### src/rtl/qeciphy_tx_channelencoder.sv
// qeciphy_tx_channelencoder
// Transmit-side channel encoder. Emits one 64-bit line word per clock while
// enabled. Every PERIOD words it inserts a frame alignment word (FAW) that
// carries a marker, the local rx-ready flag, a sequence number, the mask of
// valid payload slots and a CRC-16 (CCITT, MSB first) over the preceding
// payload slots.
// Optional feature macro: QECIPHY_TX_CRC_INJECT_EN adds inject_crc_err_i,
// which corrupts bit 16 of the next FAW for link-error testing.
module qeciphy_tx_channelencoder #(
    parameter int unsigned PERIOD   = 16,
    parameter logic [15:0] CRC_INIT = 16'hFFFF
) (
    input  logic        clk_i,
    input  logic        rst_n_i,
    input  logic        enable_i,
    input  logic [63:0] tdata_i,
    input  logic        tvalid_i,
    output logic        tready_o,
    input  logic        rx_rdy_i,
`ifdef QECIPHY_TX_CRC_INJECT_EN
    input  logic        inject_crc_err_i,
`endif
    output logic [63:0] tdata_o,
    output logic        tx_active_o
);

    // Slot index that carries the FAW; payload slots are 0 .. PERIOD-2.
    localparam logic [3:0]  FAW_SLOT   = 4'(PERIOD - 1);
    // Mask bits that correspond to real payload slots for this PERIOD.
    localparam logic [14:0] MASK_VALID = 15'((32'd1 << (PERIOD - 1)) - 32'd1);

    // CRC-16 CCITT (poly 0x1021), no reflection, whole word absorbed MSB first.
    function automatic logic [15:0] crc16(input logic [15:0] crc_in, input logic [63:0] data);
        logic [15:0] c;
        c = crc_in;
        for (int i = 63; i >= 0; i--) begin
            if (c[15] ^ data[i]) c = {c[14:0], 1'b0} ^ 16'h1021;
            else                 c = {c[14:0], 1'b0};
        end
        return c;
    endfunction

    logic [3:0]  slot_cnt, slot_cnt_nxt;
    logic [15:0] crc_acc,  crc_acc_nxt;
    logic [14:0] mask,     mask_nxt;
    logic [3:0]  seq,      seq_nxt;
    logic [63:0] word_nxt;
    logic [63:0] payload;
    logic        faw_slot;
    logic        crc_flip;
`ifdef QECIPHY_TX_CRC_INJECT_EN
    logic        inject_flag, inject_flag_nxt;
`endif

    // Payload is accepted in every slot except the FAW slot.
    assign faw_slot = (slot_cnt == FAW_SLOT);
    assign tready_o = enable_i && rst_n_i && !faw_slot;

    // Next framing state and next line word.
    // NOTE: every signal driven here gets a default first so no path leaves it
    // unassigned; otherwise synthesis would infer a latch.
    always_comb begin
        slot_cnt_nxt = slot_cnt;
        crc_acc_nxt  = crc_acc;
        mask_nxt     = mask;
        seq_nxt      = seq;
        word_nxt     = '0;
        crc_flip     = 1'b0;
        payload      = tvalid_i ? tdata_i : 64'h0;
`ifdef QECIPHY_TX_CRC_INJECT_EN
        crc_flip        = inject_flag && faw_slot;
        // A pulse on the FAW that consumes a pending flag is absorbed.
        inject_flag_nxt = faw_slot ? (!inject_flag && inject_crc_err_i)
                                   : (inject_flag || inject_crc_err_i);
`endif
        if (faw_slot) begin
            word_nxt     = {8'hBC, rx_rdy_i, 3'b000, seq, 1'b0, mask & MASK_VALID,
                            crc_acc ^ {15'h0, crc_flip}, 16'h5A5A};
            crc_acc_nxt  = CRC_INIT;
            mask_nxt     = '0;
            seq_nxt      = seq + 4'd1;
            slot_cnt_nxt = '0;
        end else begin
            // Idle slots still occupy the line as zero words and enter the CRC.
            word_nxt     = payload;
            mask_nxt     = mask | (tvalid_i ? (15'd1 << slot_cnt) : 15'd0);
            crc_acc_nxt  = crc16(crc_acc, payload);
            slot_cnt_nxt = slot_cnt + 4'd1;
        end
    end

    // Framing state and registered output; reset or disable restarts framing
    // so the first word after enable is always a fresh FAW.
    // NOTE: sequential state uses non-blocking assignments so every register
    // samples the pre-edge values regardless of statement order.
    always_ff @(posedge clk_i) begin
        if (!rst_n_i || !enable_i) begin
            slot_cnt    <= FAW_SLOT;
            crc_acc     <= CRC_INIT;
            mask        <= '0;
            seq         <= '0;
            tdata_o     <= '0;
            tx_active_o <= 1'b0;
        end else begin
            slot_cnt    <= slot_cnt_nxt;
            crc_acc     <= crc_acc_nxt;
            mask        <= mask_nxt;
            seq         <= seq_nxt;
            tdata_o     <= word_nxt;
            tx_active_o <= 1'b1;
        end
    end

`ifdef QECIPHY_TX_CRC_INJECT_EN
    // Sticky CRC-corruption request, consumed by the next FAW.
    always_ff @(posedge clk_i) begin
        if (!rst_n_i || !enable_i) inject_flag <= 1'b0;
        else                       inject_flag <= inject_flag_nxt;
    end
`endif

endmodule
### config.mk
export PLATFORM = sky130hd
export DESIGN_NAME = qeciphy_tx_channelencoder
export DESIGN_NICKNAME = d
export VERILOG_FILES = /design/src/rtl/qeciphy_tx_channelencoder.sv
export SDC_FILE = /design/constraint.sdc
export NUM_CORES = 1
export LEC_CHECK = 0
export BUFFER_PORTS_ARGS = -buffer_cell sky130_fd_sc_hd__clkbuf_2
export CAP_MARGIN = 25
export CORE_UTILIZATION = 50
export DETAILED_ROUTE_END_ITERATION = 6
export GPL_ROUTABILITY_DRIVEN = 0
export PLACE_DENSITY = 0.74
export SLEW_MARGIN = 20
export SYNTH_ARGS = -nofsm -noshare
export SYNTH_HDL_FRONTEND = slang
export SYNTH_SLANG_ARGS = --single-unit
export TNS_END_PERCENT = 20
### constraint.sdc
create_clock -name clk_i -period 7.3 [get_ports clk_i]
set_input_delay 0.73 -clock clk_i [delete_from_list [all_inputs] [get_ports clk_i]]
set_output_delay 0.73 -clock clk_i [all_outputs]
set_load 0.05 [all_outputs]
# Yosys cells after proc, flatten, opt, wreduce, memory -nomap -nowiden
# Index checks and enable logic that the tools add are counted.
[classes]
shift = 1
bitwise = 129
n_addsub = 2
n_mux = 132
eq_ne = 1
n_reduce_logical = 7
[op_table]
columns = ["operator", "count"]
rows = [
  ["16-bit two-way mux", 63],
  ["13-bit two-way mux", 64],
  ["3-bit NOT", 64],
  ["64-bit two-way mux", 2],
  ["1-bit XOR", 64],
  ["15-bit two-way mux", 1],
  ["15-bit bitwise OR", 1],
  ["1-bit by 4-bit left shift with 15-bit output, first input constant", 1],
  ["4-bit by 1-bit adder with 4-bit output, second input constant", 2],
  ["4-bit == test, second input constant", 1],
  ["4-bit two-way mux", 1],
  ["1-bit zero test", 3],
  ["1-bit logical AND", 2],
  ["2-bit OR reduction", 1],
  ["1-bit logical OR", 1],
  ["1-bit two-way mux", 1],
]
[word_totals]
elab_cells = 279
reg_bits = 104

# Logic depth before layout (Yosys ltp)
[logic_depth]
word_depth = 192
depth_mapped = 14

# Least setup slack after synthesis
# Ideal clock, no wire load.
[synth_path]
path_type = "input to register"
from = "in tdata_i[61]"
to = "reg crc_acc[14]"
n_path_buf = 2
arrival_ps = 4510
setup_time_ps = 118
setup_slack_ps = 2671
stages = 13
path_cell_list = "buf_2 xor2_1 and2_1 buf_6 xnor3_2 xor3_1 xnor3_2 xor2_2 xnor3_2 xnor3_2 xnor3_2 xnor3_1 nand2b_1"
[synth_via]
elab_chain_len = 122
[synth_rtl]
columns = ["item", "line_no", "source"]
rows = [
  ["from (decl)", "16", "input logic [63:0] tdata_i,"],
  ["64-bit two-way mux *", "69", "payload = tvalid_i ? tdata_i : 64'h0;"],
  ["1-bit XOR *", "37", "if (c[15] ^ data[i]) c = {c[14:0], 1'b0} ^ 16'h1021;"],
  ["13-bit two-way mux *", "37", ""],
  ["16-bit two-way mux * (4 in a row)", "76", "if (faw_slot) begin"],
  ["1-bit XOR / 16-bit two-way mux (equally long branches)", "37, 76", ""],
  ["13-bit two-way mux *", "37", ""],
  ["16-bit two-way mux *", "76", ""],
  ["13-bit two-way mux", "37", ""],
  ["[... 102 more ...]", "--", ""],
  ["16-bit two-way mux *", "76", ""],
  ["13-bit two-way mux / 16-bit two-way mux (equally long branches)", "37, 76", ""],
  ["16-bit two-way mux *", "76", ""],
  ["13-bit two-way mux / 16-bit two-way mux (equally long branches)", "37, 76", ""],
  ["16-bit two-way mux *", "76", ""],
  ["3-bit NOT (no source line) / 1-bit XOR (equally long branches)", "--", ""],
  ["13-bit two-way mux *", "37", ""],
  ["16-bit two-way mux * (2 in a row)", "76", ""],
  ["to (signal assigned)", "106", "crc_acc <= crc_acc_nxt;"],
  ["to (decl)", "44", "logic [15:0] crc_acc, crc_acc_nxt;"],
]
# Mark *: on every way between the ends. The rest lies on a longest branch, timed or not. The select of a mux whose other input is x is not followed.
# A chain may end at the register's enable or synchronous reset.

# Worst setup path after layout
[layout_path]
from = "in tvalid_i"
to = "reg crc_acc[5]"
[layout_via]
elab_chain_len = 126
[layout_rtl]
columns = ["item", "line_no", "source"]
rows = [
  ["from (decl)", "17", "input logic tvalid_i,"],
  ["64-bit two-way mux *", "69", ""],
  ["1-bit XOR", "37", ""],
  ["13-bit two-way mux", "37", ""],
  ["16-bit two-way mux", "76", ""],
  ["16-bit two-way mux / 13-bit two-way mux (equally long branches)", "76, 37", ""],
  ["16-bit two-way mux", "76", ""],
  ["16-bit two-way mux / 13-bit two-way mux (equally long branches)", "76, 37", ""],
  ["1-bit XOR / 16-bit two-way mux (equally long branches)", "37, 76", ""],
  ["[... 110 more ...]", "--", ""],
  ["13-bit two-way mux (tied with other cells)", "37", ""],
  ["16-bit two-way mux / 13-bit two-way mux (equally long branches)", "76, 37", ""],
  ["13-bit two-way mux / 16-bit two-way mux (equally long branches)", "37, 76", ""],
  ["16-bit two-way mux", "76", ""],
  ["13-bit two-way mux / 16-bit two-way mux (equally long branches)", "37, 76", ""],
  ["16-bit two-way mux", "76", ""],
  ["3-bit NOT (no source line) / 1-bit XOR (equally long branches)", "--", ""],
  ["13-bit two-way mux *", "37", ""],
]
# Marks and branches as above.

==> metrics.yaml <==
outcome:
  status: "finished, final reports clean"
global_routing:
  gr-usage-all-layers_pct: 27.28
  grt_start_max_net_pins: 79
  grt_pass1_wl_mm: 26.70
  grt_pass1_vias: 4962
  antenna_found_initial: 0
  grt_overflow: 0
cts:
  root_buffer: "clkbuf_16"
  htree_levels: 3
  numCtsBuffers: 9
  ctsHoldBuffers: 0
  clock_latency_ns: 0.35
  tritoncts: "yes"
  cts_setup_buffers: 0
  numClockSinks: 104
  clk_pin_slew_ns: 0.07
  cts_buffer_depth: 2
  cts_resized: 0
timing:
  period_needed_ns: 5.145
  fmax_mhz: 194.4
  maxSlewViolCount: 0
  setup_viol: 0
  maxSlewHeadroom_pct: 51.23
  finalHoldViolCount: 0
  fin_crit_sh_pct: 70.48
  setup_tns_ns: 0
  worst_pin_slew_ns: 0.7316
  skew_ns: 0.007009
  rsz0062_at_grt: "no"
drt:
  avgViaCountPerCell: 5.380
  vias: 5052
  routed_wl_mm: 17.50
  drc: 0
  wire_per_inst_um: 18.64
  antenna_left: 0
  dr.pass1.iters: 5
  drtIter0Drc: 457
critical_path:
  startpoint_type: "input port"
  cp_num_buf_inv: 2
  rr_startpoint: "crc_acc[14]"
  path_cells: "buf_4 > buf_4 > nand2_1 > xnor2_1 > xnor3_1 > xnor2_1 > xnor3_1 > xor2_1 > xnor3_1 > xnor2_2 > xor3_1 > nand2_1"
  cp_data_required_time_ns: 7.60
  critical_path_class: "in -> reg"
  crit_top_cell: "xnor3_1"
  crit_fanout: 78
  crit_path_top_delay_cell: "buf_4"
  slowest_delay_ns: 0.56
  worstPathArrival_ns: 5.45
  end_kind: "flop"
  crit_family: "XOR/XNOR gates"
  crit_start: "tvalid_i"
die:
  ioPinCount: 135
  initial_core_util_pct: 51.13
  rows: 41
  dieHeight_um: 115.4
  fp.coreArea_sq_um: 12570
  die_area_sq_um: 13310
  dieWidth_um: 115.4
cells_and_area:
  diodes: 0
  final_nets: 838
  fillers: 1067
  final_common_cell: "clkbuf_2"
  area_delta_synth_final_pct: 17.15
  stdcell_count: 939
  layout_common_cells: "clkbuf_2, nand2_1, dfxtp_1, xnor2_1, xor2_1"
  drive_above_1_share_pct: 22.29
  finish.utilization_pct: 59.90
synthesis:
  synth_seq_cells: 104
  ys_seq_area_share_pct: 32.40
  syn_nets: 726
  yosysUniqueCellTypes: 28
  synth.avg_cell_area_sq_um: 9.886
  yosysWarnings: 0
  syn-cell-area_sq_um: 6426
  syn_inst: 650
hold_path:
  min_from: "mask[9]"
  hp-class: "reg -> reg"
placed_design:
  dpl.cell_count: 923
  numPortBuffers: 134
  dp_hpwl_mm: 13.44
flow_run:
  drv_cap: 0
-- stage by stage --
stage	hold WS [ns]	worst slack (ns)	cell area [sq um]
finish	0.4629	2.155	7528
global route	0.4775	1.870	7528
CTS	0.4619	2.205	7528
detailed placement	0.4543	1.849	7228
global placement	0.4478	2.066	7201
floorplan	0.4314	2.671	6426
-- worst register-to-register path, stage by stage, from the launching register on --
cell and delay, ns:
dfxtp_1 0.45, xnor2_1 0.47, xnor3_1 0.62, xnor3_1 0.48, xnor2_1 0.28, xor2_2 0.21
xnor3_2 0.54, xnor3_2 0.44, xnor3_2 0.45, xor2_1 0.36, mux2i_1 0.25
-- layer usage --
layer | routed length [um] | global-route usage (%) | part of all wire (%) | up-vias
met4 | 578 | 11.77 | 3.3 | 0
met2 | 8188 | 45.55 | 47 | 257
met1 | 7333 | 34.08 | 42 | 2412
met3 | 1398 | 5.799 | 8.0 | 36
met5 | 0 | 0 | 0 | -
li1 | - | - | - | 2347
-- kinds of logic (layout without fill, tap and decap cells) --
group | after synthesis | in the layout | synth area share, %
xor+xnor | 218 | 218 | 43.81
flops | 104 | 104 | 32.40
buf+inv | 44 | 161 | 2.726
fa+ha+maj | 7 | 7 | 1.363
compound gates | 69 | 69 | 5.744
mux | 1 | 1 | 0.1558
simple gates | 207 | 207 | 13.80
-- cell type report --
class / instances / area (sq um) / share of cell area (%)
multi-input combinational: 502 / 4174 / 55.44
sequential: 104 / 2082 / 27.66
tap: 172 / 215.2 / 2.859
clock buffer: 12 / 266.5 / 3.540
timing repair buffer: 140 / 738.2 / 9.806
clock inverter: 4 / 33.78 / 0.4487
inverter: 5 / 18.77 / 0.2493
-- final timing paths --
check             cells after the start           to  slack [ns]
hold reg to reg                       2  tdata_o[41]        0.46
setup / recovery                     12   crc_acc[5]        2.15
setup reg to reg                     10   crc_acc[7]        2.66
hold / removal                        2  tdata_o[41]        0.46
-- state kept, by name, summed over array words and instances, names as in the netlist --
| register | count |
|---|---|
| crc_acc | 16 |
| mask | 15 |
| seq | 4 |
| slot_cnt | 4 |
| tdata_o | 64 |
| tx_active_o | 1 |
-- synth_stat cells (all sizes together) --
| cell | n | area share (%) |
|---|---|---|
| and2 | 4 | 0.39 |
| and3 | 11 | 1.1 |
| or2 | 2 | 0.19 |
| dfxtp | 104 | 32 |
| a21oi | 53 | 4.1 |
| a41oi | 3 | 0.41 |
| buf | 9 | 0.68 |
| mux2i | 1 | 0.16 |
| nand3 | 40 | 3.1 |
| xnor2 | 89 | 13 |
| nand4 | 1 | 0.097 |
| nor2 | 26 | 1.5 |
| nand2b | 3 | 0.29 |
| xnor3 | 43 | 15 |
| o21ai | 3 | 0.23 |
| nor2b | 3 | 0.29 |
| nand2 | 117 | 6.8 |
| inv | 5 | 0.29 |
| clkbuf | 30 | 1.8 |
| xor2 | 69 | 9.8 |
| xor3 | 17 | 6.3 |
| a31oi | 10 | 0.97 |
| ha | 7 | 1.4 |
Power is left out: the tool's default activity adds up to more than one toggle a clock period on the data nets, which glitch-free logic cannot reach.
